`src/rtl/audio_pkg.sv`:
```
// Shared constants and FSM state type for the audio DAC serializer.
// Holds default sample width, FIFO depth and the DAC state enum.
package audio_pkg;

    localparam int AUDIO_DATA_WIDTH = 32;
    localparam int AUDIO_FIFO_DEPTH = 4;

    typedef enum logic [1:0] {
        WAIT_SYNC,
        LEFT,
        RIGHT
    } dac_state_e;

endpackage

```
`src/rtl/audio_dac_serializer_if.sv`:
```
// Sample push bus between an audio producer and the DAC serializer.
// Ports: left/right samples, write strobe, flush request, not-full flag.
interface audio_dac_serializer_if
    import audio_pkg::*;
#(
    parameter int DATA_WIDTH = AUDIO_DATA_WIDTH
);

    logic [DATA_WIDTH-1:0] left_channel_audio_out;
    logic [DATA_WIDTH-1:0] right_channel_audio_out;
    logic                  write_audio_out;
    logic                  clear_audio_out_memory;
    logic                  audio_out_allowed;

    modport master (
        output left_channel_audio_out,
        output right_channel_audio_out,
        output write_audio_out,
        output clear_audio_out_memory,
        input  audio_out_allowed
    );

    modport slave (
        input  left_channel_audio_out,
        input  right_channel_audio_out,
        input  write_audio_out,
        input  clear_audio_out_memory,
        output audio_out_allowed
    );

endinterface

```
`src/rtl/audio_sample_fifo.sv`:
```
// Synchronous stereo-frame FIFO with flush.
// Ports: clk/rst_n, clr, push/push_data, pop/pop_data, full, empty, level.
module audio_sample_fifo
    import audio_pkg::*;
#(
    parameter int WIDTH = 2 * AUDIO_DATA_WIDTH,
    parameter int DEPTH = AUDIO_FIFO_DEPTH,
    localparam int AW = $clog2(DEPTH)
) (
    input  logic             clk,
    input  logic             rst_n,
    input  logic             clr,
    input  logic             push,
    input  logic [WIDTH-1:0] push_data,
    input  logic             pop,
    output logic [WIDTH-1:0] pop_data,
    output logic             full,
    output logic             empty,
    output logic [AW:0]      level
);

    logic [WIDTH-1:0] mem_q [DEPTH];
    logic [WIDTH-1:0] mem_d [DEPTH];
    logic [AW:0]      wr_q, wr_d;
    logic [AW:0]      rd_q, rd_d;

    // Pointers carry one extra wrap bit so full and empty differ.
    assign level    = wr_q - rd_q;
    assign empty    = (wr_q == rd_q);
    assign full     = (level == (AW + 1)'(DEPTH));
    assign pop_data = mem_q[rd_q[AW-1:0]];

    always_comb begin
        mem_d = mem_q;
        wr_d  = wr_q;
        rd_d  = rd_q;
        if (clr) begin
            wr_d = '0;
            rd_d = '0;
        end else begin
            if (push && !full) begin
                mem_d[wr_q[AW-1:0]] = push_data;
                wr_d = wr_q + (AW + 1)'(1);
            end
            if (pop && !empty) begin
                rd_d = rd_q + (AW + 1)'(1);
            end
        end
    end

    always_ff @(posedge clk or negedge rst_n) begin
        if (!rst_n) begin
            wr_q <= '0;
            rd_q <= '0;
            for (int i = 0; i < DEPTH; i++) begin
                mem_q[i] <= '0;
            end
        end else begin
            wr_q  <= wr_d;
            rd_q  <= rd_d;
            mem_q <= mem_d;
        end
    end

endmodule

```
`src/rtl/audio_dac_serializer.sv`:
```
// I2S DAC serializer: buffers stereo frames and shifts them out MSB first.
// Ports: CLOCK_50/resetn, push bus, AUD_BCLK/AUD_DACLRCK in, AUD_DACDAT,
//        underflow/overflow pulses, fifo_level.
module audio_dac_serializer
    import audio_pkg::*;
#(
    parameter int DATA_WIDTH = AUDIO_DATA_WIDTH,
    parameter int FIFO_DEPTH = AUDIO_FIFO_DEPTH
) (
    input  logic                         CLOCK_50,
    input  logic                         resetn,
    audio_dac_serializer_if.slave        aud_if,
    input  logic                         AUD_BCLK,
    input  logic                         AUD_DACLRCK,
    output logic                         AUD_DACDAT,
    output logic                         underflow,
    output logic                         overflow,
    output logic [$clog2(FIFO_DEPTH):0]  fifo_level
);

    localparam int CW = $clog2(DATA_WIDTH + 1);
    localparam int FW = 2 * DATA_WIDTH;

    logic [2:0]            bclk_sync_q, bclk_sync_d;
    logic [2:0]            lrck_sync_q, lrck_sync_d;
    dac_state_e            state_q, state_d;
    logic [DATA_WIDTH-1:0] shift_q, shift_d;
    logic [DATA_WIDTH-1:0] right_hold_q, right_hold_d;
    logic [CW-1:0]         bits_left_q, bits_left_d;
    logic                  dacdat_q, dacdat_d;
    logic                  underflow_q, underflow_d;
    logic                  overflow_q, overflow_d;

    logic                  bclk_fall;
    logic                  lrck_fall;
    logic                  lrck_rise;
    logic                  fifo_pop;
    logic                  fifo_full;
    logic                  fifo_empty;
    logic [FW-1:0]         fifo_rd_data;

    // Bits 0/1 synchronize, bit 2 is the delayed copy for edge detect.
    always_comb begin
        bclk_sync_d = {bclk_sync_q[1:0], AUD_BCLK};
        lrck_sync_d = {lrck_sync_q[1:0], AUD_DACLRCK};
    end

    assign bclk_fall = bclk_sync_q[2] & ~bclk_sync_q[1];
    assign lrck_fall = lrck_sync_q[2] & ~lrck_sync_q[1];
    assign lrck_rise = ~lrck_sync_q[2] & lrck_sync_q[1];
    assign fifo_pop  = lrck_fall & ~fifo_empty;

    audio_sample_fifo #(
        .WIDTH (FW),
        .DEPTH (FIFO_DEPTH)
    ) u_fifo (
        .clk       (CLOCK_50),
        .rst_n     (resetn),
        .clr       (aud_if.clear_audio_out_memory),
        .push      (aud_if.write_audio_out),
        .push_data ({aud_if.left_channel_audio_out,
                     aud_if.right_channel_audio_out}),
        .pop       (fifo_pop),
        .pop_data  (fifo_rd_data),
        .full      (fifo_full),
        .empty     (fifo_empty),
        .level     (fifo_level)
    );

    always_comb begin
        state_d      = state_q;
        shift_d      = shift_q;
        right_hold_d = right_hold_q;
        bits_left_d  = bits_left_q;
        dacdat_d     = dacdat_q;
        underflow_d  = 1'b0;
        overflow_d   = aud_if.write_audio_out & fifo_full;

        // Output moves only on BCLK falls; a coincident LRCK edge still
        // lets the old word's last bit out before the reload below.
        if (bclk_fall) begin
            if (bits_left_q != '0) begin
                dacdat_d    = shift_q[DATA_WIDTH-1];
                shift_d     = {shift_q[DATA_WIDTH-2:0], 1'b0};
                bits_left_d = bits_left_q - CW'(1);
            end else begin
                dacdat_d = 1'b0;
            end
        end

        if (lrck_fall) begin
            if (fifo_empty) begin
                shift_d      = '0;
                right_hold_d = '0;
                underflow_d  = 1'b1;
            end else begin
                shift_d      = fifo_rd_data[FW-1:DATA_WIDTH];
                right_hold_d = fifo_rd_data[DATA_WIDTH-1:0];
            end
            bits_left_d = CW'(DATA_WIDTH);
            state_d     = LEFT;
        end else if (lrck_rise && state_q != WAIT_SYNC) begin
            shift_d     = right_hold_q;
            bits_left_d = CW'(DATA_WIDTH);
            state_d     = RIGHT;
        end
    end

    always_ff @(posedge CLOCK_50 or negedge resetn) begin
        if (!resetn) begin
            bclk_sync_q  <= '0;
            lrck_sync_q  <= '0;
            state_q      <= WAIT_SYNC;
            shift_q      <= '0;
            right_hold_q <= '0;
            bits_left_q  <= '0;
            dacdat_q     <= 1'b0;
            underflow_q  <= 1'b0;
            overflow_q   <= 1'b0;
        end else begin
            bclk_sync_q  <= bclk_sync_d;
            lrck_sync_q  <= lrck_sync_d;
            state_q      <= state_d;
            shift_q      <= shift_d;
            right_hold_q <= right_hold_d;
            bits_left_q  <= bits_left_d;
            dacdat_q     <= dacdat_d;
            underflow_q  <= underflow_d;
            overflow_q   <= overflow_d;
        end
    end

    assign AUD_DACDAT               = dacdat_q;
    assign underflow                = underflow_q;
    assign overflow                 = overflow_q;
    assign aud_if.audio_out_allowed = ~fifo_full;

endmodule
```
`src/flat_wrapper.sv`:
```
// flat-port wrapper written by rule: the top's interface ports become plain ports
module audio_dac_serializer_flat import audio_pkg::*;
#(
    parameter int DATA_WIDTH = AUDIO_DATA_WIDTH,
    parameter int FIFO_DEPTH = AUDIO_FIFO_DEPTH
)
  (CLOCK_50, resetn, AUD_BCLK, AUD_DACLRCK, AUD_DACDAT, underflow, overflow, fifo_level, aud_if_left_channel_audio_out, aud_if_right_channel_audio_out, aud_if_write_audio_out, aud_if_clear_audio_out_memory, aud_if_audio_out_allowed);
  audio_dac_serializer_if #(.DATA_WIDTH(DATA_WIDTH)) aud_if_i ();
  input  logic CLOCK_50;
  input  logic resetn;
  input  logic AUD_BCLK;
  input  logic AUD_DACLRCK;
  output logic AUD_DACDAT;
  output logic underflow;
  output logic overflow;
  output logic [$clog2(FIFO_DEPTH):0] fifo_level;
  input wire logic [$bits(aud_if_i.left_channel_audio_out)-1:0] aud_if_left_channel_audio_out;
  input wire logic [$bits(aud_if_i.right_channel_audio_out)-1:0] aud_if_right_channel_audio_out;
  input wire logic [$bits(aud_if_i.write_audio_out)-1:0] aud_if_write_audio_out;
  input wire logic [$bits(aud_if_i.clear_audio_out_memory)-1:0] aud_if_clear_audio_out_memory;
  output wire logic [$bits(aud_if_i.audio_out_allowed)-1:0] aud_if_audio_out_allowed;
  assign aud_if_i.left_channel_audio_out = aud_if_left_channel_audio_out;
  assign aud_if_i.right_channel_audio_out = aud_if_right_channel_audio_out;
  assign aud_if_i.write_audio_out = aud_if_write_audio_out;
  assign aud_if_i.clear_audio_out_memory = aud_if_clear_audio_out_memory;
  assign aud_if_audio_out_allowed = aud_if_i.audio_out_allowed;
  audio_dac_serializer #(.DATA_WIDTH(DATA_WIDTH), .FIFO_DEPTH(FIFO_DEPTH)) u_core (.CLOCK_50(CLOCK_50), .resetn(resetn), .aud_if(aud_if_i), .AUD_BCLK(AUD_BCLK), .AUD_DACLRCK(AUD_DACLRCK), .AUD_DACDAT(AUD_DACDAT), .underflow(underflow), .overflow(overflow), .fifo_level(fifo_level));
endmodule
```
`config.mk`:
```
export PLATFORM = sky130hd
export DESIGN_NAME = audio_dac_serializer_flat
export DESIGN_NICKNAME = d
export VERILOG_FILES = /design/src/rtl/audio_pkg.sv /design/src/rtl/audio_dac_serializer_if.sv /design/src/rtl/audio_sample_fifo.sv /design/src/rtl/audio_dac_serializer.sv /design/src/flat_wrapper.sv
export SDC_FILE = /design/constraint.sdc
export NUM_CORES = 1
export LEC_CHECK = 0
export CORE_AREA = 5 5 206 228
export DETAILED_ROUTE_END_ITERATION = 8
export DIE_AREA = 0 0 211 233
export PLACE_DENSITY = 0.54
export SYNTH_ARGS = -nofsm -noshare
export SYNTH_HDL_FRONTEND = slang
export SYNTH_HIERARCHICAL = 1
export SYNTH_SLANG_ARGS = --single-unit
```
`constraint.sdc`:
```
create_clock -name CLOCK_50 -period 4.7 [get_ports CLOCK_50]
set_input_delay 1.41 -clock CLOCK_50 [delete_from_list [all_inputs] [get_ports CLOCK_50]]
set_output_delay 1.41 -clock CLOCK_50 [all_outputs]
set_load 0.01 [all_outputs]
```
==> impl_results.md, run 1 <==
- Run status: completed
- Clk pin slew, worst setup/hold paths: 0.06 ns
- Fmax: 237.2 MHz
- Ys flop type: dfrtp_1
- WL per Instance: 19.98 um
- Port Buffer Count: 76
- DR pass1 iterations: 8
- Peak per-stage delay on the critical path: 0.52 ns
- CTS tree: done
- Largest net degree at the start of global routing: 89
- Die area: 0.04916 sq mm
- Chip height: 233 um
- Routed vias: 8567
- Post-Syn Instances: 1016
- CP delay by family, top: buffers and inverters
- Pwr Total: 0.009198 W
- Post-DRT Antenna Nets: 0
- Ys Warns: 6
- Register bit count reported by yosys: 343
- Skew final: 0.01252 ns
- N_diodes: 0
- Post-layout nets: 1162
- Core ar.: 0.04419 sq mm
- WP data required: 3.29 ns
- WP buf/inv: 4
- Setup TNS: 0 ns
- CP max-delay cell: clkdlybuf4s50_1
- Antenna violations before repair: 2
- CP startpoint kind: flip-flop
- Max-Cap Viols: 0
- Clock H-tree levels: 2
- Period minus WS final: 4.216 ns
- Worst min-delay path class: flip-flop to flip-flop
- Post-synth EDFFs: 0
- CTS Buf Count: 36
- Worst path arrival time: 2.81 ns
- Cell mode on critical path: inv_1
- CP Max Fanout: 4
- Gp weighted congestion: 0.7344
- Final slew viol count: 0
- Drt total wl: 33.61 mm
- Crit path from: u_core/u_fifo/wr_q[0]$_DFFE_PN0P_
- Synth async-reset ratio: 1.000
- Leak: 7.730 nW
- Worst vdd ir: 0.2148 mV
- Mapped cell area: 0.01527 sq mm
- Final HPWL DP: 20.29 mm
- Post-CTS resize count: 0
- CP cell instances: inv_1 -> ha_1 -> fa_1 -> xor3_2 -> nand3_2 -> inv_1 -> inv_1 -> clkdlybuf4s50_1
- Tcrit/Tclk final: 0.8971
- Gr usage total: 0.1396
- Top-level I/O count: 77
- Root Buffer: clkbuf_16
- Post-Synthesis Net Count: 1096
- Vias per cell: 5.093
- Worst slew pin tran: 1.066 ns
- Normalized max-slew margin: 0.2887
- Final Hold Vio Count: 0
- Min-delay src: u_core/bclk_sync_q[0]$_DFF_PN0_
- Initial core utilization: 0.3455
- # hold bufs at CTS: 0
- CP Capture Type: output port
- Sequential fraction of the synthesis area: 0.5622
- Number of post-CTS setup repair buffers: 0
- Drc violations: 0
- Pwr dens: 519.8 mW/mm^2
- Global-route wire length before repair: 54.89 mm
- FF-to-FF Start: u_core/u_fifo/wr_q[0]$_DFFE_PN0P_
- Post-layout util: 0.4005
- Clock tree buffer depth: 3
- GRT overflow: 0
- Final Setup Violations: 0
- Mean Syn Cell Area: 15.03 sq um
- RSZ-0062 raised after global routing: no
- # clock sinks: 343
- Share of layout cells above drive strength 1: 0.3497
- Critical path class: flip-flop to output port
- Die X: 211 um
- Synth unique cells: 46
- Initial DRC Count: 587
- Area delta synth->final: 15.92%
- Worst-Skew Late Latency: 0.52 ns
- Vias in the first global route: 9293
- Row Count: 81
==> cells by family (layout without fill, tap and decap cells) <==
group | count (synthesis) | in the layout | share of synthesized area
AOI/OAI and AO/OA | 111 | 111 | 0.04918
buffers and inverters | 83 | 168 | 0.03123
adders and majority gates | 11 | 11 | 0.009344
xor gates and xnor gates | 8 | 8 | 0.005655
DFF | 343 | 343 | 0.5622
muxes | 323 | 323 | 0.3000
and+or+nand+nor | 137 | 137 | 0.04237
==> registers in the layout, indices dropped and copies added (netlist names) <==
name                 flops
u_core/shift_q          32
u_core/u_fifo/rd_q       3
u_core/overflow          1
u_core/bits_left_q       6
u_core/lrck_sync_q       3
u_core/u_fifo/wr_q       3
u_core/bclk_sync_q       3
u_core/underflow         1
u_core/right_hold_q     32
u_core/u_fifo/mem_q    256
u_core/state_q           2
u_core/AUD_DACDAT        1
==> cells in the mapped netlist (all sizes together) (4+ instances only) <==
library cell	instances	area share
nor3	32	0.011
xor2	4	0.0023
o21ai	39	0.013
a222oi	31	0.020
mux2	256	0.20
dfrtp	343	0.56
nor2	17	0.0042
nand2	71	0.017
ha	9	0.0074
nand3	4	0.0041
inv	14	0.0034
a21oi	34	0.011
buf	44	0.022
mux4	64	0.094
clkbuf	25	0.0061
==> power by group <==
part           internal, W  switching (W)  total [W]
Sequential         0.00397       0.000517    0.00448
Clock              0.00156        0.00111    0.00267
Combinational      0.00131       0.000739    0.00204
Total              0.00683        0.00237    0.00920
==> per-stage QoR <==
step | std cells | cell area [sq um] | worst slack, ns | hold WS, ns
global placement | 1625 | 16610 | 0.8569 | 0.3457
floorplan | 1016 | 15270 | 1.604 | 0.3312
finish | 1682 | 17700 | 0.4838 | 0.3539
detailed placement | 1625 | 16610 | 0.8419 | 0.3365
global route | 1682 | 17700 | 0.3534 | 0.3677
CTS | 1682 | 17700 | 0.4587 | 0.3583
==> per-layer routing <==
metal  vias up  part of all wire  global-route usage
met5         -           0.00080                   0
met3        38             0.041             0.02764
met1      4502              0.47              0.1991
met4         4             0.016             0.03323
met2       142              0.47              0.2211
li1       3881                 -                   -
==> worst paths after layout <==
| check | endpoint | slack [ns] | cells after the start |
|---|---|---|---|
| worst max-delay path | aud_if_audio_out_allowed | 0.48 | 8 |
| worst min register to register | u_core/bclk_sync_q[1]$_DFF_PN0_ | 0.35 | 0 |
| worst min-delay path | u_core/bclk_sync_q[1]$_DFF_PN0_ | 0.35 | 0 |
| worst max register to register | u_core/u_fifo/mem_q[7]$_DFFE_PN0P_ | 1.75 | 8 |
| max in group asynchronous | u_core/u_fifo/mem_q[31]$_DFFE_PN0P_ | 2.84 | 2 |
| min in group asynchronous | u_core/u_fifo/mem_q[199]$_DFFE_PN0P_ | 0.87 | 1 |
==> final cells by class <==
class | count | area (sq um)
fill | 4141 | 26490
sequential | 343 | 8588
multi-input combinational | 590 | 6218
clock buffer | 53 | 1066
timing repair buffer | 97 | 1023
tap | 581 | 726.9
inverter | 14 | 52.55
clock inverter | 4 | 20.02
==> cell usage in the layout (no fill, tap or decap), types with 9 or more instances in the layout <==
| master | n |
|---|---|
| mux2_4 | 60 |
| mux2_1 | 23 |
| inv_1 | 14 |
| a21oi_1 | 34 |
| mux2_2 | 173 |
| clkbuf_16 | 37 |
| nand2_1 | 71 |
| ha_1 | 9 |
| clkdlybuf4s50_1 | 75 |
| dfrtp_1 | 341 |
| mux4_2 | 64 |
| o21ai_0 | 37 |
| nor2_1 | 15 |
| buf_4 | 13 |
| a222oi_1 | 31 |
| nor3_1 | 31 |
(Power assumes the default switching activity.)
==> run 2, diff against run 1 <==
- CAP_MARGIN: default -> 20
- CTS_CLUSTER_DIAMETER: default -> 40
==> run 2 against run 1 <==
Against the previous run: register-to-register slack better by 0.03 ns; hold slack lost 0.00055 ns; largest cell class unchanged; final cell count increased by 1.5%; non-clock buffer count rose by 1; flip-flop and latch count unchanged; total power up 11%; critical endpoint unchanged; setup slack improved by 0.0056 ns; largest power group unchanged; die area is the same; critical path depth unchanged; utilization grew 1.3 points; first-iteration DRC count decreased by 11%.
==> impl_results.md, run 2 (same netlist as run 1, synthesis figures left out) <==
- Normalized max-slew margin: 0.4614
- Worst min-delay path class: flip-flop to flip-flop
- CP Max Fanout: 4
- Cell mode on critical path: inv_1
- Top-level I/O count: 77
- Pwr dens: 560.5 mW/mm^2
- # clock sinks: 343
- Final Setup Violations: 0
- Clock H-tree levels: 2
- DR pass1 iterations: 6
- Clock Power Share: 0.361
- Die X: 211 um
- Die area: 0.04916 sq mm
- Run status: completed
- Logic pwr share: 0.201
- CP delay by family, top: buffers and inverters
- Max-Cap Viols: 0
- Int Pwr: 0.007639 W
- Drt total wl: 33.95 mm
- # hold bufs at CTS: 0
- Vias per cell: 5.084
- Largest register FFs: 256
- Row Count: 81
- CTS Buf Count: 46
- Top flop regs: u_core/u_fifo/mem_q x256, u_core/right_hold_q x32, u_core/shift_q x32
- Crit path from: u_core/u_fifo/wr_q[0]$_DFFE_PN0P_
- R2R Setup Slk: 1.78 ns
- CP max-delay cell: clkdlybuf4s50_1
- Drc violations: 0
- Worst vdd ir: 0.2239 mV
- R2R depth: 8
- Worst-Skew Late Latency: 0.55 ns
- RSZ-0062 raised after global routing: no
- Skew final: 0.01828 ns
- WL per Instance: 19.89 um
- GRT overflow: 0
- WP data required: 3.29 ns
- Fillcell total: 4094
- Sw frac: 0.2541
- Most common cell after layout, fill and taps aside: dfrtp_1
- N_diodes: 0
- Final Hold Vio Count: 0
- Post-CTS resize count: 0
- FF-to-FF Start: u_core/u_fifo/wr_q[0]$_DFFE_PN0P_
- Tcrit/Tclk final: 0.8959
- Sequential share of power: 0.438
- Post-DRT Antenna Nets: 0
- Final Non-Filler Cells: 1707
- Gr usage total: 0.1412
- Share of layout cells above drive strength 1: 0.3694
- CP Capture Type: output port
- Period minus WS final: 4.211 ns
- CP startpoint kind: flip-flop
- Setup TNS: 0 ns
- Antenna violations before repair: 2
- Initial core utilization: 0.3455
- Hold_ws: 0.3533 ns
- Worst path arrival time: 2.80 ns
- Initial DRC Count: 525
- Leak: 7.987 nW
- Most flop-heavy register: u_core/u_fifo/mem_q
- Gp weighted congestion: 0.7344
- Largest net degree at the start of global routing: 89
- Core ar.: 0.04419 sq mm
- CP cell instances: inv_1 -> ha_1 -> fa_1 -> xor3_2 -> nand3_2 -> inv_1 -> inv_1 -> clkdlybuf4s50_1
- Final slew viol count: 0
- Root Buffer: clkbuf_16
- Crit Reg-Reg Endpoint: u_core/u_fifo/mem_q[10]$_DFFE_PN0P_
- Placed cells: 1625
- CTS tree: done
- Routed vias: 8679
- Peak per-stage delay on the critical path: 0.52 ns
- WP buf/inv: 4
- Fmax: 237.5 MHz
- Sw Pwr: 0.002603 W
- Critical path class: flip-flop to output port
- Port Buffer Count: 76
- Most frequent cells in the layout: 341 x dfrtp_1, 173 x mux2_2, 75 x clkdlybuf4s50_1
- Crit path depth: 8
- Worst Setup EP: aud_if_audio_out_allowed
- Global-route wire length before repair: 55.57 mm
- Clock tree buffer depth: 3
- Vias in the first global route: 9502
- Worst slew pin tran: 0.8079 ns
- Chip height: 233 um
- Clk pin slew, worst setup/hold paths: 0.06 ns
- Final HPWL DP: 20.29 mm
- Number of post-CTS setup repair buffers: 0
- Post-layout nets: 1173
- Area delta synth->final: 19.69%
[run 2: changes by cell type in the layout (fill, tap and decap cells not counted), sizes merged]
cell and change:
clkbuf +1, clkinv +2, buf +1, bufinv +8, inv +6, clkinvlp +7
[run 2: worst min-delay path by stage]
| stage | startpoint | end | slack (ns) | cells past startpoint |
|---|---|---|---|---|
| global placement | u_core/bclk_sync_q[0]$_DFF_PN0_ | u_core/bclk_sync_q[1]$_DFF_PN0_ | 0.35 | 0 |
| detailed placement | u_core/bclk_sync_q[0]$_DFF_PN0_ | u_core/bclk_sync_q[1]$_DFF_PN0_ | 0.34 | 0 |
| finish | u_core/bclk_sync_q[0]$_DFF_PN0_ | u_core/bclk_sync_q[1]$_DFF_PN0_ | 0.35 | 0 |
| floorplan | u_core/bclk_sync_q[0]$_DFF_PN0_ | u_core/bclk_sync_q[1]$_DFF_PN0_ | 0.33 | 0 |
| global route | u_core/bclk_sync_q[0]$_DFF_PN0_ | u_core/bclk_sync_q[1]$_DFF_PN0_ | 0.37 | 0 |
| CTS | u_core/bclk_sync_q[0]$_DFF_PN0_ | u_core/bclk_sync_q[1]$_DFF_PN0_ | 0.36 | 0 |
[run 2: per-stage QoR]
stage	area, sq um	total power, W	worst slack (ns)	util
global route	18270	0.01078	0.3279	0.4135
finish	18270	0.01024	0.4894	0.4135
floorplan	15270	0.005965	1.604	-
CTS	18250	0.01036	0.4321	0.4129
detailed placement	16610	0.006588	0.8419	0.3759
global placement	16610	0.006506	0.8569	0.3759
[run 2: power groups by stage]
stage               sequential [W]  combinational, W  clock, W
floorplan                  0.00434           0.00162         0
global placement           0.00449           0.00201         0
detailed placement         0.00452           0.00206         0
CTS                        0.00449           0.00208   0.00380
global route               0.00460           0.00226   0.00392
finish                     0.00449           0.00206   0.00369
[run 2: layout make-up]
type / count / area, sq um / share of cell area
Clock buffer: 54 / 1252 / 0.06854
Inverter: 14 / 52.55 / 0.002876
Tap cell: 581 / 726.9 / 0.03978
Timing Repair Buffer: 98 / 1051 / 0.05752
Sequential cell: 343 / 8588 / 0.4700
Multi-Input combinational cell: 590 / 6218 / 0.3403
Clock inverter: 27 / 382.9 / 0.02095
[run 2: worst register-to-register path: cells and delay by family, from the launching register on]
| family | cells | cell delay, ns |
|---|---|---|
| adder cells (fa/ha/maj) | 2 | 0.59 |
| AND/OR/NAND/NOR | 2 | 0.67 |
| XOR/XNOR | 1 | 0.29 |
| multiplexers | 1 | 0.40 |
| buffers and inverters | 2 | 0.43 |
| flip-flops | 1 | 0.41 |
[run 2: per-layer routing]
metal  track usage  up-vias  share of wire
li1              -     3926              -
met2        0.2251      152           0.47
met4       0.03607        4          0.018
met5             0        -        0.00080
met1        0.1991     4547           0.47
met3       0.02764       50          0.039
